**config.mk**
```make
export PLATFORM = sky130hd
export DESIGN_NAME = bank_state_ctrl_flat
export DESIGN_NICKNAME = d
export VERILOG_FILES = /design/src/rtl/bank_state_if.sv /design/src/rtl/bank_state_ctrl.sv /design/src/flat_wrapper.sv
export SDC_FILE = /design/constraint.sdc
export NUM_CORES = 1
export LEC_CHECK = 0
export CAP_MARGIN = 20
export CORE_MARGIN = 3
export CORE_UTILIZATION = 59
export DETAILED_ROUTE_END_ITERATION = 8
export PLACE_DENSITY = 0.79
export SLEW_MARGIN = 10
export SYNTH_ARGS = -nofsm -noshare
export SYNTH_HDL_FRONTEND = slang
export SYNTH_SLANG_ARGS = --single-unit
```
**constraint.sdc**
```tcl
create_clock -name clk -period 2.85 [get_ports clk]
set_input_delay 0.7125 -clock clk [delete_from_list [all_inputs] [get_ports clk]]
set_output_delay 0.7125 -clock clk [all_outputs]
set_load 0.03 [all_outputs]
```
**src/rtl/bank_state_if.sv**
```systemverilog
// bank_state_if: command strobes from the scheduler and per-bank status back to it.
interface bank_state_if #(
    parameter int BANK_ADDR_BITS = 2,
    parameter int ROW_ADDR_BITS  = 13
);
    logic [BANK_ADDR_BITS-1:0] sdram_bank_addr;
    logic [ROW_ADDR_BITS-1:0]  sdram_row_addr;
    logic                      precharge_all;
    logic                      precharge_row;
    logic                      activate_row;
    logic                      access;
    logic                      row_active;
    logic                      row_addr_match;
    logic                      tras_done;
    logic                      tras_all_done;
    logic                      trc_done;
    logic                      trcd_done;
    logic                      trp_done;
    logic                      trp_all_done;
    logic                      idle_close_req;
    logic [BANK_ADDR_BITS-1:0] idle_close_bank;
    logic                      cmd_error;

    modport master (
        output sdram_bank_addr, sdram_row_addr, precharge_all, precharge_row, activate_row, access,
        input  row_active, row_addr_match, tras_done, tras_all_done, trc_done, trcd_done,
               trp_done, trp_all_done, idle_close_req, idle_close_bank, cmd_error
    );
    modport slave (
        input  sdram_bank_addr, sdram_row_addr, precharge_all, precharge_row, activate_row, access,
        output row_active, row_addr_match, tras_done, tras_all_done, trc_done, trcd_done,
               trp_done, trp_all_done, idle_close_req, idle_close_bank, cmd_error
    );
endinterface

```
**src/rtl/bank_state_ctrl.sv**
```systemverilog
// bank_state_ctrl: per-bank open/row tracking, SDRAM timing timers, idle-row close request and command checking.
module bank_state_ctrl #(
    parameter int BANK_ADDR_BITS     = 2,
    parameter int ROW_ADDR_BITS      = 13,
    parameter int SDRAM_T_RC_PS      = 66000,
    parameter int SDRAM_T_RAS_MIN_PS = 42000,
    parameter int SDRAM_T_RCD_PS     = 20000,
    parameter int SDRAM_T_RP_PS      = 20000,
    parameter int SYSCLK_PERIOD_PS   = 10000,
    parameter int ROW_IDLE_LIMIT     = 64
) (
    input logic        clk,
    input logic        rst,
    bank_state_if.slave bus
);
    localparam int NB    = 2 ** BANK_ADDR_BITS;
    localparam int N_RAS = (SDRAM_T_RAS_MIN_PS + SYSCLK_PERIOD_PS - 1) / SYSCLK_PERIOD_PS;
    localparam int N_RC  = (SDRAM_T_RC_PS + SYSCLK_PERIOD_PS - 1) / SYSCLK_PERIOD_PS;
    localparam int N_RCD = (SDRAM_T_RCD_PS + SYSCLK_PERIOD_PS - 1) / SYSCLK_PERIOD_PS;
    localparam int N_RP  = (SDRAM_T_RP_PS + SYSCLK_PERIOD_PS - 1) / SYSCLK_PERIOD_PS;
    localparam int W_RAS = N_RAS > 1 ? $clog2(N_RAS) : 1;
    localparam int W_RC  = N_RC > 1 ? $clog2(N_RC) : 1;
    localparam int W_RCD = N_RCD > 1 ? $clog2(N_RCD) : 1;
    localparam int W_RP  = N_RP > 1 ? $clog2(N_RP) : 1;
    localparam int IW    = ROW_IDLE_LIMIT > 0 ? $clog2(ROW_IDLE_LIMIT + 1) : 1;
    localparam logic [W_RAS-1:0] L_RAS = W_RAS'(N_RAS > 1 ? N_RAS - 1 : 0);
    localparam logic [W_RC-1:0]  L_RC  = W_RC'(N_RC > 1 ? N_RC - 1 : 0);
    localparam logic [W_RCD-1:0] L_RCD = W_RCD'(N_RCD > 1 ? N_RCD - 1 : 0);
    localparam logic [W_RP-1:0]  L_RP  = W_RP'(N_RP > 1 ? N_RP - 1 : 0);
    localparam logic [IW-1:0]    IDLE_MAX = IW'(ROW_IDLE_LIMIT);

    logic [NB-1:0]             open_q, open_d, pre, act, flag;
    logic [ROW_ADDR_BITS-1:0]  row_q [NB], row_d [NB];
    logic [W_RAS-1:0]          tras_q [NB], tras_d [NB];
    logic [W_RC-1:0]           trc_q [NB], trc_d [NB];
    logic [W_RCD-1:0]          trcd_q [NB], trcd_d [NB];
    logic [W_RP-1:0]           trp_q [NB], trp_d [NB];
    logic [IW-1:0]             idle_q [NB], idle_d [NB];
    logic                      req_q, req_d, err_q, err_d;
    logic [BANK_ADDR_BITS-1:0] bank_q, bank_d, s;
    logic                      tras_done, trc_done, trcd_done, trp_done, tras_all, trp_all;

    assign s         = bus.sdram_bank_addr;
    assign tras_done = tras_q[s] == '0;
    assign trc_done  = trc_q[s] == '0;
    assign trcd_done = trcd_q[s] == '0;
    assign trp_done  = trp_q[s] == '0;

    assign bus.row_active      = open_q[s];
    assign bus.row_addr_match  = open_q[s] && row_q[s] == bus.sdram_row_addr;
    assign bus.tras_done       = tras_done;
    assign bus.trc_done        = trc_done;
    assign bus.trcd_done       = trcd_done;
    assign bus.trp_done        = trp_done;
    assign bus.tras_all_done   = tras_all;
    assign bus.trp_all_done    = trp_all;
    assign bus.idle_close_req  = req_q;
    assign bus.idle_close_bank = bank_q;
    assign bus.cmd_error       = err_q;

    // Flags come from next state so the request drops the cycle after the bank is closed or touched.
    // Walking down from the top bank leaves the lowest flagged index in bank_d.
    always_comb begin
        pre      = '0;
        act      = '0;
        flag     = '0;
        open_d   = open_q;
        row_d    = row_q;
        tras_d   = tras_q;
        trc_d    = trc_q;
        trcd_d   = trcd_q;
        trp_d    = trp_q;
        idle_d   = idle_q;
        tras_all = 1'b1;
        trp_all  = 1'b1;
        req_d    = 1'b0;
        bank_d   = bank_q;
        for (int b = NB - 1; b >= 0; b--) begin
            pre[b]    = bus.precharge_all || (bus.precharge_row && s == BANK_ADDR_BITS'(b));
            act[b]    = bus.activate_row && s == BANK_ADDR_BITS'(b) && !pre[b];
            open_d[b] = !pre[b] && (act[b] || open_q[b]);
            row_d[b]  = act[b] ? bus.sdram_row_addr : row_q[b];
            tras_d[b] = act[b] ? L_RAS : tras_q[b] - W_RAS'(tras_q[b] != '0);
            trc_d[b]  = act[b] ? L_RC : trc_q[b] - W_RC'(trc_q[b] != '0);
            trcd_d[b] = act[b] ? L_RCD : trcd_q[b] - W_RCD'(trcd_q[b] != '0);
            trp_d[b]  = pre[b] ? L_RP : trp_q[b] - W_RP'(trp_q[b] != '0);
            idle_d[b] = (!open_d[b] || act[b] || (bus.access && s == BANK_ADDR_BITS'(b))) ? '0
                        : idle_q[b] + IW'(idle_q[b] != IDLE_MAX);
            flag[b]   = ROW_IDLE_LIMIT != 0 && open_d[b] && idle_d[b] == IDLE_MAX;
            req_d     = req_d || flag[b];
            bank_d    = flag[b] ? BANK_ADDR_BITS'(b) : bank_d;
            tras_all  = tras_all && tras_q[b] == '0;
            trp_all   = trp_all && trp_q[b] == '0;
        end
        err_d = (bus.activate_row && (open_q[s] || !trc_done || !trp_done))
             || (bus.precharge_row && !tras_done)
             || (bus.precharge_all && !tras_all)
             || (bus.access && (!open_q[s] || !trcd_done));
    end

    always_ff @(posedge clk) begin
        if (rst) begin
            open_q <= '0;
            req_q  <= 1'b0;
            err_q  <= 1'b0;
            bank_q <= '0;
            for (int b = 0; b < NB; b++) begin
                row_q[b]  <= '0;
                tras_q[b] <= '0;
                trc_q[b]  <= '0;
                trcd_q[b] <= '0;
                trp_q[b]  <= '0;
                idle_q[b] <= '0;
            end
        end else begin
            open_q <= open_d;
            row_q  <= row_d;
            tras_q <= tras_d;
            trc_q  <= trc_d;
            trcd_q <= trcd_d;
            trp_q  <= trp_d;
            idle_q <= idle_d;
            req_q  <= req_d;
            bank_q <= bank_d;
            err_q  <= err_d;
        end
    end
endmodule
```
**src/flat_wrapper.sv**
```systemverilog
// flat-port wrapper written by rule: the top's interface ports become plain ports
module bank_state_ctrl_flat 
#(
    parameter int BANK_ADDR_BITS     = 2,
    parameter int ROW_ADDR_BITS      = 13,
    parameter int SDRAM_T_RC_PS      = 66000,
    parameter int SDRAM_T_RAS_MIN_PS = 42000,
    parameter int SDRAM_T_RCD_PS     = 20000,
    parameter int SDRAM_T_RP_PS      = 20000,
    parameter int SYSCLK_PERIOD_PS   = 10000,
    parameter int ROW_IDLE_LIMIT     = 64
)
  (clk, rst, bus_sdram_bank_addr, bus_sdram_row_addr, bus_precharge_all, bus_precharge_row, bus_activate_row, bus_access, bus_row_active, bus_row_addr_match, bus_tras_done, bus_tras_all_done, bus_trc_done, bus_trcd_done, bus_trp_done, bus_trp_all_done, bus_idle_close_req, bus_idle_close_bank, bus_cmd_error);
  bank_state_if #(.BANK_ADDR_BITS(BANK_ADDR_BITS), .ROW_ADDR_BITS(ROW_ADDR_BITS)) bus_i ();
  input logic clk;
  input logic rst;
  input wire logic [$bits(bus_i.sdram_bank_addr)-1:0] bus_sdram_bank_addr;
  input wire logic [$bits(bus_i.sdram_row_addr)-1:0] bus_sdram_row_addr;
  input wire logic [$bits(bus_i.precharge_all)-1:0] bus_precharge_all;
  input wire logic [$bits(bus_i.precharge_row)-1:0] bus_precharge_row;
  input wire logic [$bits(bus_i.activate_row)-1:0] bus_activate_row;
  input wire logic [$bits(bus_i.access)-1:0] bus_access;
  output wire logic [$bits(bus_i.row_active)-1:0] bus_row_active;
  output wire logic [$bits(bus_i.row_addr_match)-1:0] bus_row_addr_match;
  output wire logic [$bits(bus_i.tras_done)-1:0] bus_tras_done;
  output wire logic [$bits(bus_i.tras_all_done)-1:0] bus_tras_all_done;
  output wire logic [$bits(bus_i.trc_done)-1:0] bus_trc_done;
  output wire logic [$bits(bus_i.trcd_done)-1:0] bus_trcd_done;
  output wire logic [$bits(bus_i.trp_done)-1:0] bus_trp_done;
  output wire logic [$bits(bus_i.trp_all_done)-1:0] bus_trp_all_done;
  output wire logic [$bits(bus_i.idle_close_req)-1:0] bus_idle_close_req;
  output wire logic [$bits(bus_i.idle_close_bank)-1:0] bus_idle_close_bank;
  output wire logic [$bits(bus_i.cmd_error)-1:0] bus_cmd_error;
  assign bus_i.sdram_bank_addr = bus_sdram_bank_addr;
  assign bus_i.sdram_row_addr = bus_sdram_row_addr;
  assign bus_i.precharge_all = bus_precharge_all;
  assign bus_i.precharge_row = bus_precharge_row;
  assign bus_i.activate_row = bus_activate_row;
  assign bus_i.access = bus_access;
  assign bus_row_active = bus_i.row_active;
  assign bus_row_addr_match = bus_i.row_addr_match;
  assign bus_tras_done = bus_i.tras_done;
  assign bus_tras_all_done = bus_i.tras_all_done;
  assign bus_trc_done = bus_i.trc_done;
  assign bus_trcd_done = bus_i.trcd_done;
  assign bus_trp_done = bus_i.trp_done;
  assign bus_trp_all_done = bus_i.trp_all_done;
  assign bus_idle_close_req = bus_i.idle_close_req;
  assign bus_idle_close_bank = bus_i.idle_close_bank;
  assign bus_cmd_error = bus_i.cmd_error;
  bank_state_ctrl #(.BANK_ADDR_BITS(BANK_ADDR_BITS), .ROW_ADDR_BITS(ROW_ADDR_BITS), .SDRAM_T_RC_PS(SDRAM_T_RC_PS), .SDRAM_T_RAS_MIN_PS(SDRAM_T_RAS_MIN_PS), .SDRAM_T_RCD_PS(SDRAM_T_RCD_PS), .SDRAM_T_RP_PS(SDRAM_T_RP_PS), .SYSCLK_PERIOD_PS(SYSCLK_PERIOD_PS), .ROW_IDLE_LIMIT(ROW_IDLE_LIMIT)) u_core (.clk(clk), .rst(rst), .bus(bus_i));
endmodule
```
==> results of run 1 <==
-- worst reg2reg max path: stages (launching register included) --
cell	delay [ns]
dfxtp_1	0.34
inv_1	0.07
ha_1	0.13
nand2b_1	0.05
or4_1	0.47
ha_1	0.23
nand2_2	0.10
xor2_2	0.16
a31oi_2	0.13
nor4_4	0.31
buf_4	0.16
a21oi_1	0.05
a2111oi_2	0.30
-- cell type report --
| type | instances | area, um2 |
|---|---|---|
| fill | 571 | 2070 |
| inverter | 42 | 158 |
| tap | 108 | 135 |
| multi-input combinational | 398 | 2820 |
| timing repair buffer | 79 | 678 |
| sequential | 120 | 2400 |
| clock buffer | 20 | 435 |
| clock inverter | 12 | 150 |
-- registers in the layout, summed over array words and instances (netlist names) --
signal,flops
u_core.bus.idle_close_req,1
u_core.open_q,4
u_core.trc_q,12
u_core.bus.idle_close_bank,2
u_core.tras_q,12
u_core.idle_q,28
u_core.trp_q,4
u_core.trcd_q,4
u_core.bus.cmd_error,1
u_core.row_q,52
-- layer usage --
metal / wire, um / vias up
li1: - / 2158
met1: 5460 / 2198
met2: 7180 / 201
met3: 869 / 37
met4: 324 / 0
met5: 0 / -
-- cells by family (layout without fill, tap and decap cells) --
| family | count (synthesis) | in the layout |
|---|---|---|
| XOR/XNOR | 44 | 44 |
| AND/OR/NAND/NOR | 213 | 213 |
| adder cells (fa/ha/maj) | 28 | 28 |
| flip-flops | 120 | 120 |
| multiplexers | 18 | 18 |
| buffers and inverters | 74 | 153 |
| AO/OA/AOI/OAI | 95 | 95 |
-- power by group through the flow --
stage / combinational [mW] / clock (mW) / sequential (mW)
after floorplan: 0.683 / 0 / 1.92
after global placement: 0.920 / 0 / 1.93
after detailed placement: 0.990 / 0 / 1.94
after CTS: 1.01 / 2.14 / 1.91
after global routing: 1.13 / 2.21 / 1.93
final: 1.00 / 2.12 / 1.91
-- worst max path at each step --
stage                     depth (start not counted)              startpoint  slack, ns                  to
after global routing                              7  bus_sdram_bank_addr[0]      -0.21  bus_row_addr_match
after global placement                            8  bus_sdram_bank_addr[0]      -0.70  bus_row_addr_match
after detailed placement                          8  bus_sdram_bank_addr[0]      -0.67  bus_row_addr_match
final                                             7  bus_sdram_bank_addr[0]      -0.14  bus_row_addr_match
after floorplan                                   6  bus_sdram_bank_addr[0]      -0.02  bus_row_addr_match
after CTS                                         8  bus_sdram_bank_addr[0]      -0.31  bus_row_addr_match
-- repair_timing --
item                                   4_1_cts  5_1_grt
buffers inserted                             4        0
pin swaps                                    3        8
endpoints found under the hold margin        0        0
setup endpoints to repair                    7        7
cloned                                       0        0
gates resized for setup                     11       17
-- metrics by stage --
stage | util (%) | area, um2 | cells
finish | 76.6 | 6780 | 779
CTS | 76.4 | 6760 | 781
floorplan | - | 5490 | 592
detailed placement | 69.4 | 6140 | 746
global route | 76.6 | 6780 | 779
global placement | 69.4 | 6140 | 746
-- cell usage in the layout, fill, tap and decap left out, types with 3 or more instances in the layout --
cell type | netlist | layout
and3_1 | 7 | 7
mux4_2 | 15 | 17
nand3_1 | 19 | 18
clkinv_2 | 0 | 4
or3_1 | 8 | 8
nor2b_1 | 5 | 5
nand2_1 | 86 | 85
nand4_1 | 5 | 5
a21oi_1 | 56 | 56
a31oi_1 | 4 | 3
xor2_1 | 19 | 18
bufinv_16 | 0 | 3
xnor2_1 | 25 | 23
clkbuf_16 | 0 | 16
a22o_1 | 13 | 13
buf_4 | 0 | 48
inv_1 | 42 | 42
clkdlybuf4s50_1 | 0 | 22
clkinvlp_4 | 0 | 3
nand3b_1 | 3 | 3
nor4_1 | 5 | 4
dfxtp_1 | 120 | 119
ha_1 | 28 | 28
o21bai_1 | 3 | 3
buf_6 | 2 | 3
or4_1 | 3 | 3
a211oi_1 | 3 | 3
nor3_1 | 16 | 15
nor2_1 | 42 | 42
==> impl_metrics.yaml, run 1 <==
worst_hold_path:
  min_to: "u_core.row_q[0]"
  hp-class: "register to register"
  hold_depth: 2
  holdCritStartpoint: "u_core.row_q[0]"
critical_path:
  crit_path_end_kind: "primary output"
  required_ns: 2.14
  crit_family: "multiplexers"
  crit_buf_inv: 3
  worst_setup_path_start_kind: "primary input"
  slowest_stage: "mux4_2"
  cp.arrival_ns: 2.28
  critical_path_class: "primary input to primary output"
  cpPeakStageDelay_ns: 0.52
  worst_r2r_path_depth: 12
  rrSetupSlack_ns: 0.23
  worstPathCellList: "buf_12 -> buf_4 -> mux4_2 -> xnor2_1 -> nand4_1 -> nor3_4 -> buf_6"
  r2r-start: "u_core.idle_q[1]"
  crit_fanout: 8
  r2r_end: "u_core.bus.idle_close_bank[1]"
sta:
  fin_ws_ns: -0.140
  drv_slew: 0
  setup_tns_ns: -0.140
  period_share_pct: 105
  clock_skew_ns: 0.00609
  post-route-min-period_ns: 2.99
  setup_viol: 1
  rsz0062_at_grt: "true"
  fin_hold_ws_ns: 0.457
  relSlewSlack_pct: 72.3
  worst_pin_slew_ns: 0.415
  max_clock_freq_mhz: 334
  hold_viol: 0
clock_network:
  cts_buffers: 17
  clkTransAtPathRegs_ns: 0.05
  clock_latency_ns: 0.51
  clockBufferDepth: 2
  h-tree-depth: 4
  root_buffer: "clkbuf_8"
  hold_buffers: 0
  cts_tree: "built"
  clock-sinks: 120
global_routing:
  grt_overflow: 0
  grt_use_met2_pct: 50.2
  grt_usage_pct: 28.1
  grt_max_degree: 40
  grt_pass1_vias: 4786
  grt_antenna_before_repair: 0
  grt_first_pass_wirelength_mm: 22.7
  use_met3_pct: 6.48
  use_met1_pct: 32.5
  gr-max-usage-layer: "met2"
yosys:
  synthTopCellsByCount: "dfxtp_1 (120), nand2_1 (86), a21oi_1 (56)"
  yosysMostFrequentCell: "dfxtp_1"
  synth_cell_types: 54
  synthAdderAreaFrac_pct: 6.41
  synthFlopType: "dfxtp_1"
  syn_area_um2: 5460
  synth_top_area_share_pct: 44.0
  synth_top_family_by_area: "simple AND/OR/NAND/NOR gates"
  synth-xor-area-share_pct: 7.05
  yosysWarnings: 0
  netlist_instances: 592
  synth-edff-count: 0
  synth_area_per_cell_um2: 9.23
  async_flop_share_pct: 0
  yosysTopAreaCell: "dfxtp_1"
  synth_compound_area_share_pct: 11.1
  syn_nets: 641
  synth_area_leaders: "dfxtp_1 (44%), ha_1 (6.4%), mux4_2 (6.2%), nand2_1 (5.9%), a21oi_1 (5.1%)"
  synth-seq-cells: 120
  synth_mux_area_share_pct: 7.35
  ys_seq_area_share_pct: 44.0
  synthSimpleGateAreaFrac_pct: 18.5
die:
  row_count: 34
  core-area_um2: 8850
  die_y_um: 102
  die_area_um2: 10500
  die_w_um: 102
  initial_core_util_pct: 61.8
  io-pin-count: 33
route:
  ant_nets: 0
  drc_errors: 0
  drt_iter0_markers: 246
  routed_wl_mm: 13.8
  wire_per_inst_um: 17.8
  via_per_inst: 5.90
  num_vias: 4594
  dr.pass1.iters: 5
power_and_ir_drop:
  sw_frac_of_total_pct: 27.2
  leakage_nw: 2.63
  seq_power_share_pct: 38.0
  power_frac_clock_pct: 42.1
  power_density_nw_per_um2: 743
  internal-power_mw: 3.67
  worst_ir_drop_vdd_mv: 0.393
  p_total_mw: 5.04
  comb_power_share_pct: 19.9
  switchingPower_mw: 1.37
run_status:
  status: "finished with violations"
  violations: "negative setup slack"
final_layout:
  synthToLayoutAreaGrowth_pct: 24.1
  drive_gt1_share_pct: 18.2
  diodes: 0
  fin_nets: 707
place:
  place_congestion: 0.846
  hpwl_mm: 8.89
  portBuffers: 32
  place_ws_ns: -0.666
flow_run:
  drv_cap: 0
No activity file was read; power rests on OpenSTA's default activity.
==> inputs of run 2 (changes only) <==
--- a/config.mk
+++ b/config.mk
@@ -10,7 +10,6 @@
 export CORE_UTILIZATION = 59
 export DETAILED_ROUTE_END_ITERATION = 8
 export PLACE_DENSITY = 0.79
-export SLEW_MARGIN = 10
 export SYNTH_ARGS = -nofsm -noshare
 export SYNTH_HDL_FRONTEND = slang
 export SYNTH_SLANG_ARGS = --single-unit
==> results of run 2 <==
No change in the layout: final DEF, timing and power equal those of run 1.
==> inputs of run 3 (changes only) <==
--- a/config.mk
+++ b/config.mk
@@ -5,10 +5,13 @@
 export SDC_FILE = /design/constraint.sdc
 export NUM_CORES = 1
 export LEC_CHECK = 0
+export ABC_CLOCK_PERIOD_IN_PS = 2850
 export CAP_MARGIN = 20
 export CORE_MARGIN = 3
 export CORE_UTILIZATION = 59
+export CTS_CLUSTER_DIAMETER = 60
 export DETAILED_ROUTE_END_ITERATION = 8
+export GPL_TIMING_DRIVEN = 0
 export PLACE_DENSITY = 0.79
 export SYNTH_ARGS = -nofsm -noshare
 export SYNTH_HDL_FRONTEND = slang
==> run 3 against run 2 <==
  * The run still ends with negative setup slack left
  * Final cell count is 1.7% lower
  * Register-to-register slack lost 0.03 ns
  * Hold slack barely moved
  * Non-clock buffer count shrank 10
  * Clock power is 10% lower
  * Worst setup slack worse by 0.11 ns
  * Design area is 3.2% lower
  * Power down 5.3%
  * Critical path depth increased by 2
  * First-iteration DRC count up 49%
  * Critical path type unchanged
  * Critical endpoint unchanged
  * Largest power group is now sequential cells
==> impl_metrics.yaml, run 3 (synthesis gave the netlist of run 1 again) <==
route:
  wire_per_inst_um: 17.8
  num_vias: 4606
  ant_nets: 0
  drc_errors: 0
  routed_wl_mm: 13.7
  via_per_inst: 6.01
  dr.pass1.iters: 9
  drt_iter0_markers: 366
sta:
  post-route-min-period_ns: 3.10
  max_clock_freq_mhz: 323
  fin_ws_ns: -0.248
  setup_tns_ns: -0.248
  setup_viol: 1
  hold_viol: 0
  drv_slew: 0
  rsz0062_at_grt: "true"
  clock_skew_ns: 0.00531
  worst_pin_slew_ns: 0.946
  period_share_pct: 109
  relSlewSlack_pct: 36.4
  fin_hold_ws_ns: 0.457
die:
  row_count: 34
  io-pin-count: 33
  initial_core_util_pct: 61.8
  die_y_um: 102
  core-area_um2: 8850
  die_area_um2: 10500
  die_w_um: 102
critical_path:
  cp.arrival_ns: 2.39
  critical_path_class: "primary input to primary output"
  crit_path_end_kind: "primary output"
  crit_fanout: 10
  worst_setup_path_start_kind: "primary input"
  required_ns: 2.14
final_layout:
  synthToLayoutAreaGrowth_pct: 20.1
  final_cell_area_um2: 6560
  instances_no_fill: 766
  fill_cells: 605
  multi_input_comb_area_um2: 2820
  top_register: "u_core.row_q"
  largest_reg_flops: 52
  fin_nets: 697
  final_util_pct: 74.2
  diodes: 0
  final_cell_mix: "dfxtp_1 (120), nand2_1 (86), a21oi_1 (56)"
  final_common_cell: "dfxtp_1"
  reg.largest.list: "u_core.row_q: 52 flops, u_core.idle_q: 28 flops"
  regArea_um2: 2400
  drive_gt1_share_pct: 12.5
power_and_ir_drop:
  p_total_mw: 4.77
  worst_ir_drop_vdd_mv: 0.498
  power_density_nw_per_um2: 727
  leakage_nw: 2.49
run_status:
  violations: "negative setup slack"
  status: "finished with violations"
worst_hold_path:
  hp-class: "register to register"
global_routing:
  grt_overflow: 0
  grt_pass1_vias: 4559
  grt_usage_pct: 27.3
  grt_first_pass_wirelength_mm: 21.9
  grt_antenna_before_repair: 0
  grt_max_degree: 17
clock_network:
  clock-sinks: 120
  clockBufferDepth: 2
  clock_latency_ns: 0.51
  cts_buffers: 17
  cts_tree: "built"
  clkTransAtPathRegs_ns: 0.05
  h-tree-depth: 4
  root_buffer: "clkbuf_8"
place:
  dpl_cell_area_um2: 5930
  place_ws_ns: -1.35
  hpwl_mm: 8.95
  place_congestion: 0.843
  portBuffers: 30
  place_inst: 730
flow_run:
  drv_cap: 0
run 3: critical path, stage by stage:
cell and delay [ns]:
buf_4 0.14, buf_6 0.14, buf_12 0.14, mux4_2 0.31, xor2_2 0.16, nor4_1 0.27, nand3_1 0.18, nor3_4 0.17
buf_6 0.15
run 3: what timing repair did:
item | CTS | global route
setup buffers | 5 | 3
gates resized for setup | 42 | 11
hold buffers | 0 | 0
setup endpoints to repair | 7 | 7
pin swaps | 4 | 5
run 3: cell type report:
type | instances | share of cell area, %
multi-input cells | 398 | 43.0
plain buffers | 31 | 2.59
well taps | 108 | 2.06
flip-flops and latches | 120 | 36.6
inverters | 42 | 2.40
clock buffers | 26 | 7.28
clock inverters | 3 | 0.648
repair buffers | 38 | 5.45
run 3: report_power, final:
part / internal [mW] / switching (mW)
sequential: 1.83 / 0.0760
combinational: 0.447 / 0.510
clock: 1.21 / 0.694
run 3: final timing paths:
check / start / to / slack [ns] / cells past startpoint
worst max-delay path: bus_sdram_bank_addr[1] / bus_row_addr_match / -0.25 / 9
worst min-delay path: u_core.row_q[39] / u_core.row_q[39] / 0.46 / 2
worst max register to register: u_core.idle_q[1] / u_core.bus.idle_close_bank[1] / 0.20 / 11
worst min register to register: u_core.row_q[39] / u_core.row_q[39] / 0.46 / 2
run 3: metal layers:
metal | vias to the layer above | wire length, um | global-route usage [%] | share of wire (%)
met5 | - | 0 | 0 | 0
met4 | 0 | 292 | 9.38 | 2.1
met3 | 33 | 1090 | 7.71 | 8.0
met2 | 205 | 6760 | 46.1 | 49
met1 | 2230 | 5520 | 33.7 | 40
li1 | 2138 | - | - | -
